<file path="src/rtl/bit_serial_adder.sv">
// Serial WIDTH-bit add/subtract: one full_adder bit per clock, LSB first, with a registered carry.
// Latency WIDTH+1 cycles from accept to out_valid; out_ready low in DONE holds the result.

module full_adder (
    input  logic a_i,
    input  logic b_i,
    input  logic c_i,
    output logic s_o,
    output logic c_o
);
    assign s_o = a_i ^ b_i ^ c_i;
    assign c_o = (a_i & b_i) | (c_i & (a_i ^ b_i));
endmodule

module bit_serial_adder #(
    parameter int WIDTH = 8
) (
    input  logic             clk,
    input  logic             rst,
    input  logic             in_valid,
    output logic             in_ready,
    input  logic [WIDTH-1:0] A,
    input  logic [WIDTH-1:0] B,
    input  logic             Sub,
    output logic             out_valid,
    input  logic             out_ready,
    output logic [WIDTH-1:0] Sum,
    output logic             Cout,
    output logic             Overflow
);
    localparam int CW = $clog2(WIDTH) + 1;
    localparam logic [CW-1:0] LAST = CW'(WIDTH - 1);

    typedef enum logic [1:0] {IDLE, RUN, DONE} state_t;

    state_t             state_q;
    logic [WIDTH-1:0]   a_q, b_q, res_q, res_d;
    logic [WIDTH-1:0]   sum_q;
    logic [CW-1:0]      cnt_q;
    logic               carry_q, cout_q, ovf_q;
    logic               fa_s, fa_c, c_msb;

    full_adder u_fa (
        .a_i (a_q[0]),
        .b_i (b_q[0]),
        .c_i (carry_q),
        .s_o (fa_s),
        .c_o (fa_c)
    );

    assign res_d = {fa_s, res_q[WIDTH-1:1]};
    // On the MSB cycle the registered carry is exactly the carry into the MSB.
    assign c_msb = carry_q;

    always_ff @(posedge clk) begin
        if (rst) begin
            state_q <= IDLE;
            a_q     <= '0;
            b_q     <= '0;
            res_q   <= '0;
            carry_q <= 1'b0;
            cnt_q   <= '0;
            sum_q   <= '0;
            cout_q  <= 1'b0;
            ovf_q   <= 1'b0;
        end else begin
            case (state_q)
                IDLE: begin
                    if (in_valid) begin
                        a_q     <= A;
                        b_q     <= Sub ? ~B : B;
                        carry_q <= Sub;
                        cnt_q   <= '0;
                        res_q   <= '0;
                        state_q <= RUN;
                    end
                end
                RUN: begin
                    a_q     <= a_q >> 1;
                    b_q     <= b_q >> 1;
                    res_q   <= res_d;
                    carry_q <= fa_c;
                    cnt_q   <= cnt_q + CW'(1);
                    if (cnt_q == LAST) begin
                        sum_q   <= res_d;
                        cout_q  <= fa_c;
                        ovf_q   <= c_msb ^ fa_c;
                        state_q <= DONE;
                    end
                end
                DONE: begin
                    if (out_ready) state_q <= IDLE;
                end
                default: state_q <= IDLE;
            endcase
        end
    end

    assign in_ready  = (state_q == IDLE);
    assign out_valid = (state_q == DONE);
    assign Sum       = sum_q;
    assign Cout      = cout_q;
    assign Overflow  = ovf_q;
endmodule

</file>
<file path="config.mk">
export PLATFORM = sky130hd
export DESIGN_NAME = bit_serial_adder
export DESIGN_NICKNAME = d
export VERILOG_FILES = /design/src/rtl/bit_serial_adder.sv
export SDC_FILE = /design/constraint.sdc
export NUM_CORES = 1
export LEC_CHECK = 0
export CAP_MARGIN = 20
export CORE_MARGIN = 5
export CORE_UTILIZATION = 46
export DETAILED_ROUTE_END_ITERATION = 12
export PLACE_DENSITY = 0.75
export SLEW_MARGIN = 20
export SYNTH_ARGS = -nofsm -noshare
export SYNTH_HDL_FRONTEND = slang
export SYNTH_SLANG_ARGS = --single-unit
export TNS_END_PERCENT = 1
</file>
<file path="constraint.sdc">
create_clock -name clk -period 1.3 [get_ports clk]
set_clock_uncertainty 0.05 [all_clocks]
set_input_delay 0.195 -clock clk [delete_from_list [all_inputs] [get_ports clk]]
set_output_delay 0.195 -clock clk [all_outputs]
set_load 0.01 [all_outputs]
</file>
==> results.md <==
- Minimum clock period: 1.31 ns
- Final global-route overflow total: 0
- Number of instances in the placed design: 275
- Number of global-route vias before repair: 1575
- Crit Path Category: register to register
- Effective utilization at floorplan: 47.7%
- Die footprint: 5130 sq um
- Data arrival time at the worst-slack endpoint: 1.44 ns
- Global-route wire length before repair: 7040 um
- Maximum count of clock buffers along a single path: 2
- Final instance area: 2520 sq um
- Vert. Die Dim: 71.6 um
- Storage element area: 811 sq um
- Logic gate share of total power: 16.1%
- Commonest cells after routing, fill and taps aside: dfxtp_1 (36), nor2_1 (21), clkdlybuf4s50_1 (20)
- H-Tree Level Count: 2
- Detailed-route vias per instance: 5.70
- Internal power: 1980 uW
- Share of Yosys cell area claimed by the top area cell type: 45.9%
- Final setup viols: 4
- Wire length reported by the detailed router: 4480 um
- First-pass iteration count of the detailed router: 4
- IO Pins: 33
- Count of unique library cells instantiated by Yosys: 29
- Max-capacitance violation count: 0
- Clock net sink count: 40
- Leak: 0.000983 uW
- Mapped cell area: 1750 sq um
- Maximum frequency from static timing analysis: 762 MHz
- # hold bufs at CTS: 0
- Area delta synth->final: 44.6%
- Insertion delay of the later-clocked pin in the worst-skew pair: 0.29 ns
- Kind of path behind the tightest hold check: register to register
- Library cell with the largest summed area after synthesis: dfxtp_1
- Number of enable flip-flop cells after synthesis: 0
- Detail-routed net length per standard cell: 15.7 um
- Most frequent standard cell in the layout excluding fill and tap cells: dfxtp_1
- Part of the power in registers: 50.4%
- Post-route clock period utilization: 101%
- Sequential share of the synthesized area: 45.9%
- Drt initial violations: 90
- Net count of the finished layout: 260
- DP Wirelength: 3120 um
- Power spent charging and discharging nets: 637 uW
- Number of warning messages in the yosys log: 0
- Clock root buffer: clkbuf_8
- Multi-input gate area: 1030 sq um
- Proportion of register bits with asynchronous set or reset after synthesis: 0%
- Slew Limit Headroom: 83.6%
- Fillcell total: 284
- Initial antenna violation count: 0
- Width of the die: 71.6 um
- Count of standard-cell rows: 22
- Unrepaired setup endpoints after global routing: true
- Flops & latches, synth: 40
- Number of endpoints with negative hold slack in the final report: 0
- Net switching fraction of the power: 24.4%
- Total of buffers placed on input and output ports: 32
- Mean instance size in the synthesized netlist: 9.28 sq um
- Result of the run: complete, but fails checks
- Pin count of the biggest net entering global routing: 16
- Post-route worst hold slack: 0.453 ns
- Crit path launch type: register
- Final number of max-transition violations: 0
- Clock tree from TritonCTS: built
- Critical-path maximum fanout: 3
- Max rail drop VDD: 0.732 mV
- Area of placed instances: 2230 sq um
- Floorplan core area: 3660 sq um
- Main flop type after synthesis: dfxtp_1
- Global placement routability congestion: 0.829
- Net count after synthesis: 211
- WP data required: 1.43 ns
- Share of cells above drive strength 1: 35.4%
- Number of non-filler instances in the completed layout: 285
- End-of-flow core utilization: 68.9%
- Diodes inserted: 0
- Clock group share of total power: 33.5%
- Clock transition at the register clock pins on the worst setup and hold paths after CTS: 0.07 ns
- Post-CTS setup buffers: 0
- Synthesized instance count: 188
- Total CTS buffers: 5
- Residual DRC: 0
- Worst setup EP type: register
- Post-route worst setup slack: -0.0130 ns
- Power consumption: 2610 uW
- Cell Pwr Density: 1040 nW/um^2
- GRT Resource Usage Total: 17.2%
- Worst slew pin tran: 0.246 ns
- Total via count in the routed design: 1625
- Top area cells in the synthesized netlist: dfxtp_1 (46%), a22oi_1 (7.3%), a21oi_1 (5.4%), o221a_2 (5.2%), nor2_1 (4.7%)
- Failing checks: negative setup slack
- Detail Route Antenna Nets: 0
-- path summary, 6_finish.rpt --
| kind | start | endpoint | slack [ns] | depth (start not counted) |
|---|---|---|---|---|
| max | c_msb$_SDFFE_PP0P_ | c_msb$_SDFFE_PP0P_ | -0.01 | 4 |
| min | cnt_q[3]$_SDFFE_PP0P_ | cnt_q[3]$_SDFFE_PP0P_ | 0.45 | 2 |
| max reg2reg | c_msb$_SDFFE_PP0P_ | c_msb$_SDFFE_PP0P_ | -0.01 | 4 |
| min reg2reg | cnt_q[3]$_SDFFE_PP0P_ | cnt_q[3]$_SDFFE_PP0P_ | 0.45 | 2 |
-- layer usage --
metal | routed length [um] | part of all wire [%] | global-route usage (%) | up-vias
li1 | - | - | - | 779
met1 | 1880 | 42 | 19.9 | 793
met2 | 2320 | 52 | 29.7 | 45
met3 | 208 | 4.6 | 5.05 | 8
met4 | 71 | 1.6 | 6.89 | 0
met5 | 0 | 0 | 0 | -
-- power by group through the flow --
stage / combinational [uW] / clock (uW) / sequential [uW]
after floorplan: 208 / 0 / 1330
after global placement: 353 / 0 / 1330
after detailed placement: 367 / 0 / 1340
after CTS: 372 / 895 / 1310
after global routing: 457 / 956 / 1320
final: 420 / 876 / 1320
-- logic make-up (layout without fill, tap and decap cells) --
| logic type | Yosys count | in the layout | synth area share, % |
|---|---|---|---|
| DFF | 40 | 40 | 45.9 |
| xor gates and xnor gates | 9 | 9 | 4.52 |
| buffers and inverters | 17 | 65 | 4.23 |
| adders and majority gates | 2 | 2 | 1.86 |
| muxes | 1 | 1 | 0.573 |
| and+or+nand+nor | 53 | 54 | 15.3 |
| AOI/OAI and AO/OA | 66 | 66 | 27.6 |
-- area by class of cell --
type,count,area share (%)
Sequential cell,40,32.1
Tap cell,48,2.38
Inverter,1,0.149
Timing Repair Buffer,57,20.7
Multi-Input combinational cell,132,40.9
Clock buffer,7,3.82
-- Yosys cell counts (all sizes together) (2+ instances only) --
| library cell | number |
|---|---|
| xnor2 | 8 |
| nand3 | 2 |
| nor2b | 11 |
| clkbuf | 10 |
| o22ai | 7 |
| a31o | 9 |
| nor2 | 22 |
| dfxtp | 40 |
| o221a | 8 |
| buf | 6 |
| a21oi | 19 |
| nand2b | 9 |
| a22oi | 17 |
| a211oi | 2 |
| nand2 | 5 |
-- metrics by stage --
step,worst slack (ns),TNS [ns]
floorplan,-0.0395,-0.316
global placement,-0.247,-6.82
detailed placement,-0.285,-7.73
CTS,-0.0816,-1.14
global route,-0.0767,-0.815
finish,-0.0130,-0.0311
-- worst max-delay path: stages (launching register included) --
cell     delay, ns
dfxtp_1       0.33
fa_2          0.42
nor2b_1       0.12
a21oi_1       0.05
o221a_2       0.25
-- flip-flops by register name (all words and copies together) (netlist names) --
| signal | flops |
|---|---|
| cnt_q | 4 |
| c_msb | 1 |
| res_q | 7 |
| Sum | 8 |
| state_q | 2 |
| a_q | 8 |
| Cout | 1 |
| b_q | 8 |
| Overflow | 1 |
-- what timing repair did --
action,in CTS,in global routing
gates cloned,0,3
gates resized for setup,23,43
hold endpoints to repair,0,0
pin swaps,0,5
setup endpoints to repair,50,41
No activity file was read; power rests on OpenSTA's default activity.
